**config.mk**
```make
export PLATFORM = sky130hd
export DESIGN_NAME = uva_transmit_deser
export DESIGN_NICKNAME = d
export VERILOG_FILES = /design/src/rtl/uva_transmit_deser.sv
export SDC_FILE = /design/constraint.sdc
export NUM_CORES = 1
export LEC_CHECK = 0
export CORE_MARGIN = 2
export CORE_UTILIZATION = 47
export CTS_CLUSTER_DIAMETER = 30
export DETAILED_ROUTE_END_ITERATION = 8
export GPL_TIMING_DRIVEN = 1
export PLACE_DENSITY = 0.77
export SYNTH_ARGS = -nofsm -noshare
export SYNTH_HDL_FRONTEND = slang
export SYNTH_SLANG_ARGS = --single-unit
```
**constraint.sdc**
```tcl
create_clock -name clk_100Mz -period 3.35 [get_ports clk_100Mz]
set_input_delay 0.67 -clock clk_100Mz [delete_from_list [all_inputs] [get_ports clk_100Mz]]
set_output_delay 0.67 -clock clk_100Mz [all_outputs]
set_load 0.05 [all_outputs]
```
**src/rtl/uva_transmit_deser.sv**
```systemverilog
// rtl/uva_transmit_deser.sv - single-clock serial-to-parallel receiver with framing,
// valid/ready output slot, completed-word counter and sticky overflow flag.
module uva_transmit_deser #(
  parameter int WORD_W    = 4,
  parameter int CNT_W     = 16,
  parameter bit MSB_FIRST = 1'b1
) (
  input  logic              clk_100Mz,
  input  logic              rst,
  input  logic              bit_en,
  input  logic              data_pack,
  input  logic              sinhr,
  input  logic              stop,
  input  logic              word_ready,
  input  logic              clr_ovf,
  output logic [WORD_W-1:0] tran_data,
  output logic              word_valid,
  output logic [CNT_W-1:0]  cnt_check_data,
  output logic              overflow,
  output logic              running
);

  localparam int BW = $clog2(WORD_W);

  typedef enum logic {IDLE, RUN} state_t;

  state_t            state_q, state_d;
  logic [WORD_W-1:0] shift_q, shift_d;
  logic [BW-1:0]     bit_cnt_q, bit_cnt_d;
  logic [WORD_W-1:0] tran_data_q, tran_data_d;
  logic              valid_q, valid_d;
  logic [CNT_W-1:0]  cnt_q, cnt_d;
  logic              ovf_q, ovf_d;
  logic              word_done;
  logic              slot_free;

  // Shifted image including the current bit; it is also the completed word.
  logic [WORD_W-1:0] shift_next;
  assign shift_next = MSB_FIRST ? {shift_q[WORD_W-2:0], data_pack}
                                : {data_pack, shift_q[WORD_W-1:1]};

  always_comb begin
    state_d   = state_q;
    bit_cnt_d = bit_cnt_q;
    word_done = 1'b0;
    unique case (state_q)
      IDLE: begin
        if (sinhr) begin
          state_d   = RUN;
          bit_cnt_d = bit_en ? BW'(1) : '0;
        end
      end
      RUN: begin
        if (bit_en) begin
          if (bit_cnt_q == BW'(WORD_W - 1)) begin
            word_done = !(sinhr && !stop);
            bit_cnt_d = '0;
          end else begin
            bit_cnt_d = bit_cnt_q + BW'(1);
          end
        end
        if (stop) begin
          state_d   = IDLE;
          bit_cnt_d = '0;
        end else if (sinhr) begin
          bit_cnt_d = bit_en ? BW'(1) : '0;
        end
      end
      default: state_d = IDLE;
    endcase
  end

  always_comb begin
    shift_d     = bit_en ? shift_next : shift_q;
    slot_free   = !valid_q || word_ready;
    tran_data_d = tran_data_q;
    valid_d     = valid_q;
    ovf_d       = ovf_q;
    cnt_d       = cnt_q + CNT_W'(word_done);
    if (word_done && slot_free) begin
      tran_data_d = shift_next;
      valid_d     = 1'b1;
    end else if (valid_q && word_ready) begin
      valid_d = 1'b0;
    end
    // A drop in the same cycle as clr_ovf leaves the flag set.
    if (word_done && !slot_free) begin
      ovf_d = 1'b1;
    end else if (clr_ovf) begin
      ovf_d = 1'b0;
    end
  end

  always_ff @(posedge clk_100Mz or posedge rst) begin
    if (rst) begin
      state_q     <= IDLE;
      shift_q     <= '0;
      bit_cnt_q   <= '0;
      tran_data_q <= '0;
      valid_q     <= 1'b0;
      cnt_q       <= '0;
      ovf_q       <= 1'b0;
    end else begin
      state_q     <= state_d;
      shift_q     <= shift_d;
      bit_cnt_q   <= bit_cnt_d;
      tran_data_q <= tran_data_d;
      valid_q     <= valid_d;
      cnt_q       <= cnt_d;
      ovf_q       <= ovf_d;
    end
  end

  assign tran_data      = tran_data_q;
  assign word_valid     = valid_q;
  assign cnt_check_data = cnt_q;
  assign overflow       = ovf_q;
  assign running        = (state_q == RUN);

endmodule

```
Word level (Yosys, flattened, before mapping)
Index checks and enable logic that the tools add are counted.
- register bits after elaboration: 28
- input bits: 8
- output and inout bits: 23
- word-level logic and storage cells: 42
- add/sub/neg operators: 2
- equal/unequal tests: 3
- mux-type cells: 17
- bitwise gates (word level): 1
- reductions and logical operators: 12
- operators with widths (cell ; number):
    adder 16 x 1 -> 16 bit ; 1
    2-to-1 mux 1 bit ; 10
    2-to-1 mux 2 bit ; 5
    logical AND 1 bit ; 4
    logical NOT 1 bit ; 4
    inequality test 4 bit (second input constant) ; 1
    case mux 2 bit (2 select lines) ; 1
    nonzero test 2 bit ; 2
    adder 2 x 1 -> 2 bit (second input constant) ; 1
    == test 2 bit (second input constant) ; 1
    inequality test 2 bit (second input constant) ; 1
    case mux 1 bit (2 select lines) ; 1
    AND reduction 2 bit ; 1
    logical OR 1 bit ; 1
    inverter 1 bit ; 1

Logic depth before layout (Yosys ltp)
- depth in word-level cells: 8
- mapped depth: 9
- gate-level depth less buffers: 9

Worst setup path after synthesis
OpenSTA, ideal clock, no wires.
- path kind: input to register
- from: input bit_en
- to: register cnt_q[10], in the netlist cnt_check_data[10]
- setup time: 0.082 ns
- arrival: 2.270 ns
- data required time: 3.268 ns
- path slack: 0.998 ns
- stages: 9
- buffers on the path: 1
- cell sequence: buf_4 > nand3_1 > or2_2 > inv_1 > ha_1 > ha_1 > nand3_2 > nor4_2 > xor2_1
- longest elaborated chain between the ends: 3
- ends and longest elaborated chain (item ; RTL line ; source):
    start, declared ; 10 ; input logic bit_en,
    2-to-1 mux 1 bit ; 54 ; if (bit_en) begin
    2-to-1 mux 1 bit ; 46 ; unique case (state_q)
    adder 16 x 1 -> 16 bit ; 79 ; cnt_d = cnt_q + CNT_W'(word_done);
    via cnt_d[10] ; 32 ; logic [CNT_W-1:0] cnt_q, cnt_d;
    end signal, assigned ; 109 ; cnt_q <= cnt_d;
    end, declared ; 32 ;
The timed path passes the listed nets, and every way through them passes these cells.
A chain may end at the register's enable or synchronous reset.

Final worst setup path
Ends and elaborated chain as after synthesis.

==> flow_summary_export.csv <==
group,metric,value,unit
synthesis,synth_area,1250,µm²
layout,final_cell_mix,"30 x clkdlybuf4s50_1, 28 x dfrtp_1, 9 x xor2_1, 7 x mux2_2, 6 x inv_1",
critical_path,critPathTopFamily,"simple AND/OR/NAND/NOR gates",
sta,hold_viol_final,0,
sta,finalClockSkew,0.00233,ns
worst_hold_path,hp-class,"register to register",
cts,cts_resized,0,
critical_path,arrival,2.97,ns
die,start_util,50.2,%
layout,diodes,0,
cts,post-cts-setup-buffers,0,
grt,gr-usage-all-layers,15.1,%
flow_run,max_cap_viol_count,0,
sta,min_period,2.71,ns
placement,pre_cts_ws,0.336,ns
die,io_pins,31,
drt,viasPerCell,5.14,
layout,seq_area,701,µm²
layout,final_nets,142,
placement,placedCellCount,156,
sta,fin_tns_setup,0,ns
drt,drt_first_pass_iters,4,
critical_path,crit_slowest_cell,"clkdlybuf4s50_1",
sta,post-route-period-util,80.9,%
critical_path,path_buf_inv,2,
critical_path,cpMostUsedCell,"ha_1",
die,die_h,55.7,µm
synthesis,synth_cell_types,27,
grt,grt_max_degree,29,
drt,antenna_left,0,
die,fp-row-count,18,
synthesis,synth_cells,97,
layout,fillCellCount,208,
layout,areaGrowthSynthToFinish,28.1,%
sta,final_max_slew_viol_count,0,
critical_path,worstPathRequired,3.61,ns
sta,slew_headroom,30.8,%
cts,cts_tree,"built",
grt,grt_pass1_wl,3770,µm
critical_path,critPathKind,"input pin to register",
drt,route.detailed.drc,0,
power_and_ir_drop,p_leak,0.756,nW
sta,final.setup.worst_slack,0.640,ns
cts,h-tree-depth,1,
drt,vias,817,
die,dieArea,3100,µm²
die,core,2500,µm²
cts,cts_buffer_depth,2,
outcome,status,"finished, final reports clean",
synthesis,syn_avg_cell_area,12.9,µm²
power_and_ir_drop,ir_worst_vdd,0.286,mV
critical_path,crit_fanout,7,
placement,place.port_buffers,30,
sta,rsz0062_at_grt,"no",
die,dieWidth,55.7,µm
sta,worstMarginPinSlew,1.04,ns
layout,drive_gt1_share,16.3,%
critical_path,end_kind,"register",
layout,final_common_cell,"clkdlybuf4s50_1",
cts,cts.sinks,28,
grt,antenna_found_initial,0,
synthesis,syn-num-nets,108,
critical_path,worstPathCellList,"clkdlybuf4s50_1 -> nand3_1 -> or2_2 -> inv_1 -> ha_1 -> ha_1 -> nand3_2 -> nor4_2 -> xor2_1",
critical_path,start_kind,"input pin",
cts,cts_root_buf,"clkbuf_4",
synthesis,synth_seq_area_share,55.8,%
synthesis,yosysWarnings,0,
placement,place_hpwl,1620,µm
synthesis,ys_ff_latch,28,
sta,setup_viol,0,
drt,wl_per_cell,13.7,µm
cts,numCtsBuffers,3,
layout,stdcell_count,159,
layout,multi_input_area,524,µm²
cts,clk_pin_slew,0.14,ns
grt,grt_pass1_vias,816,
cts,cts_hold_buf,0,
drt,first_iter_violations,23,
placement,gp_congestion,0.796,
grt,overflow,0,
drt,drt_wl_total,2180,µm
sta,fmax,0.369,GHz
critical_path,cp_slowest_stage_delay,0.63,ns
power_and_ir_drop,power_density,371,nW/µm²
cts,clk_latency,0.32,ns
## cells by family after synthesis
group | synth area share (%)
xor+xnor | 9.77
buf+inv | 2.39
flops | 55.8
simple gates | 19.6
compound gates | 3.09
mux | 6.28
fa+ha+maj | 2.99
## metal layers
| layer | global-route usage [%] | wire length [µm] |
|---|---|---|
| met3 | 2.33 | 95 |
| met5 | 0 | 0 |
| met2 | 23.1 | 984 |
| met4 | 5.23 | 13 |
| met1 | 21.9 | 1090 |
## path summary, 6_finish.rpt
check / start / to / slack (ns) / depth (start not counted)
max: bit_en / cnt_check_data[10] / 0.64 / 9
min: cnt_check_data[15] / cnt_check_data[15] / 0.49 / 1
max reg2reg: bit_cnt_q[0] / cnt_check_data[10] / 1.12 / 9
min reg2reg: cnt_check_data[15] / cnt_check_data[15] / 0.49 / 1
max in group asynchronous: rst / cnt_check_data[10] / 1.84 / 2
min in group asynchronous: rst / tran_data[2] / 0.89 / 2
## per-stage QoR
step	util, %	cell area, µm²	hold slack (ns)	total power [mW]
after floorplan	-	1250	0.475	0.433
after global placement	63.4	1590	0.453	0.467
after detailed placement	63.4	1590	0.462	0.471
after CTS	64.3	1610	0.489	0.606
after global routing	64.3	1610	0.514	0.625
final	64.3	1610	0.490	0.597
## where the power goes
group | switching (mW) | internal (mW) | total (mW)
clock network | 0.0920 | 0.0421 | 0.134
logic | 0.0579 | 0.0381 | 0.0960
registers | 0.0117 | 0.355 | 0.367
total | 0.162 | 0.436 | 0.597
## sequential cells by signal, indices dropped and copies added, names as in the netlist
name / flops
tran_data: 4
overflow: 1
word_valid: 1
bit_cnt_q: 2
running: 1
shift_q: 3
cnt_check_data: 16
## synthesized netlist by cell type
cell	count	area, µm²
a21oi_1	2	10.0
dfrtp_1	28	701
nor4_2	5	62.6
nand2b_1	1	6.26
o21bai_1	1	7.51
nor3_1	3	15.0
buf_4	1	7.51
nand2_1	5	18.8
nand4_4	1	21.3
or2_2	1	6.26
nand3_1	4	20.0
nand4b_1	1	8.76
nand3_2	2	20.0
nor3b_4	1	18.8
nor2_1	3	11.3
xor2_1	9	78.8
o22ai_1	1	6.26
nand4_1	1	6.26
nor2b_1	2	12.5
o21ai_0	1	5.00
and3_1	1	6.26
nand4_2	1	12.5
a32o_1	1	10.0
xnor2_1	5	43.8
inv_1	6	22.5
ha_1	3	37.5
mux2_2	7	78.8
## worst reg2reg max path: stages (launching register included)
cell,delay (ns)
dfrtp_1,0.39
ha_1,0.17
nand3_1,0.14
or2_2,0.34
inv_1,0.06
ha_1,0.23
ha_1,0.25
nand3_2,0.15
nor4_2,0.28
xor2_1,0.16
## layout make-up
class	instances	share of cell area (%)
well taps	30	2.33
flip-flops and latches	28	43.6
repair buffers	30	18.7
inverters	6	1.40
clock buffers	3	1.40
multi-input cells	62	32.6
No activity file was read; power rests on OpenSTA's default activity.
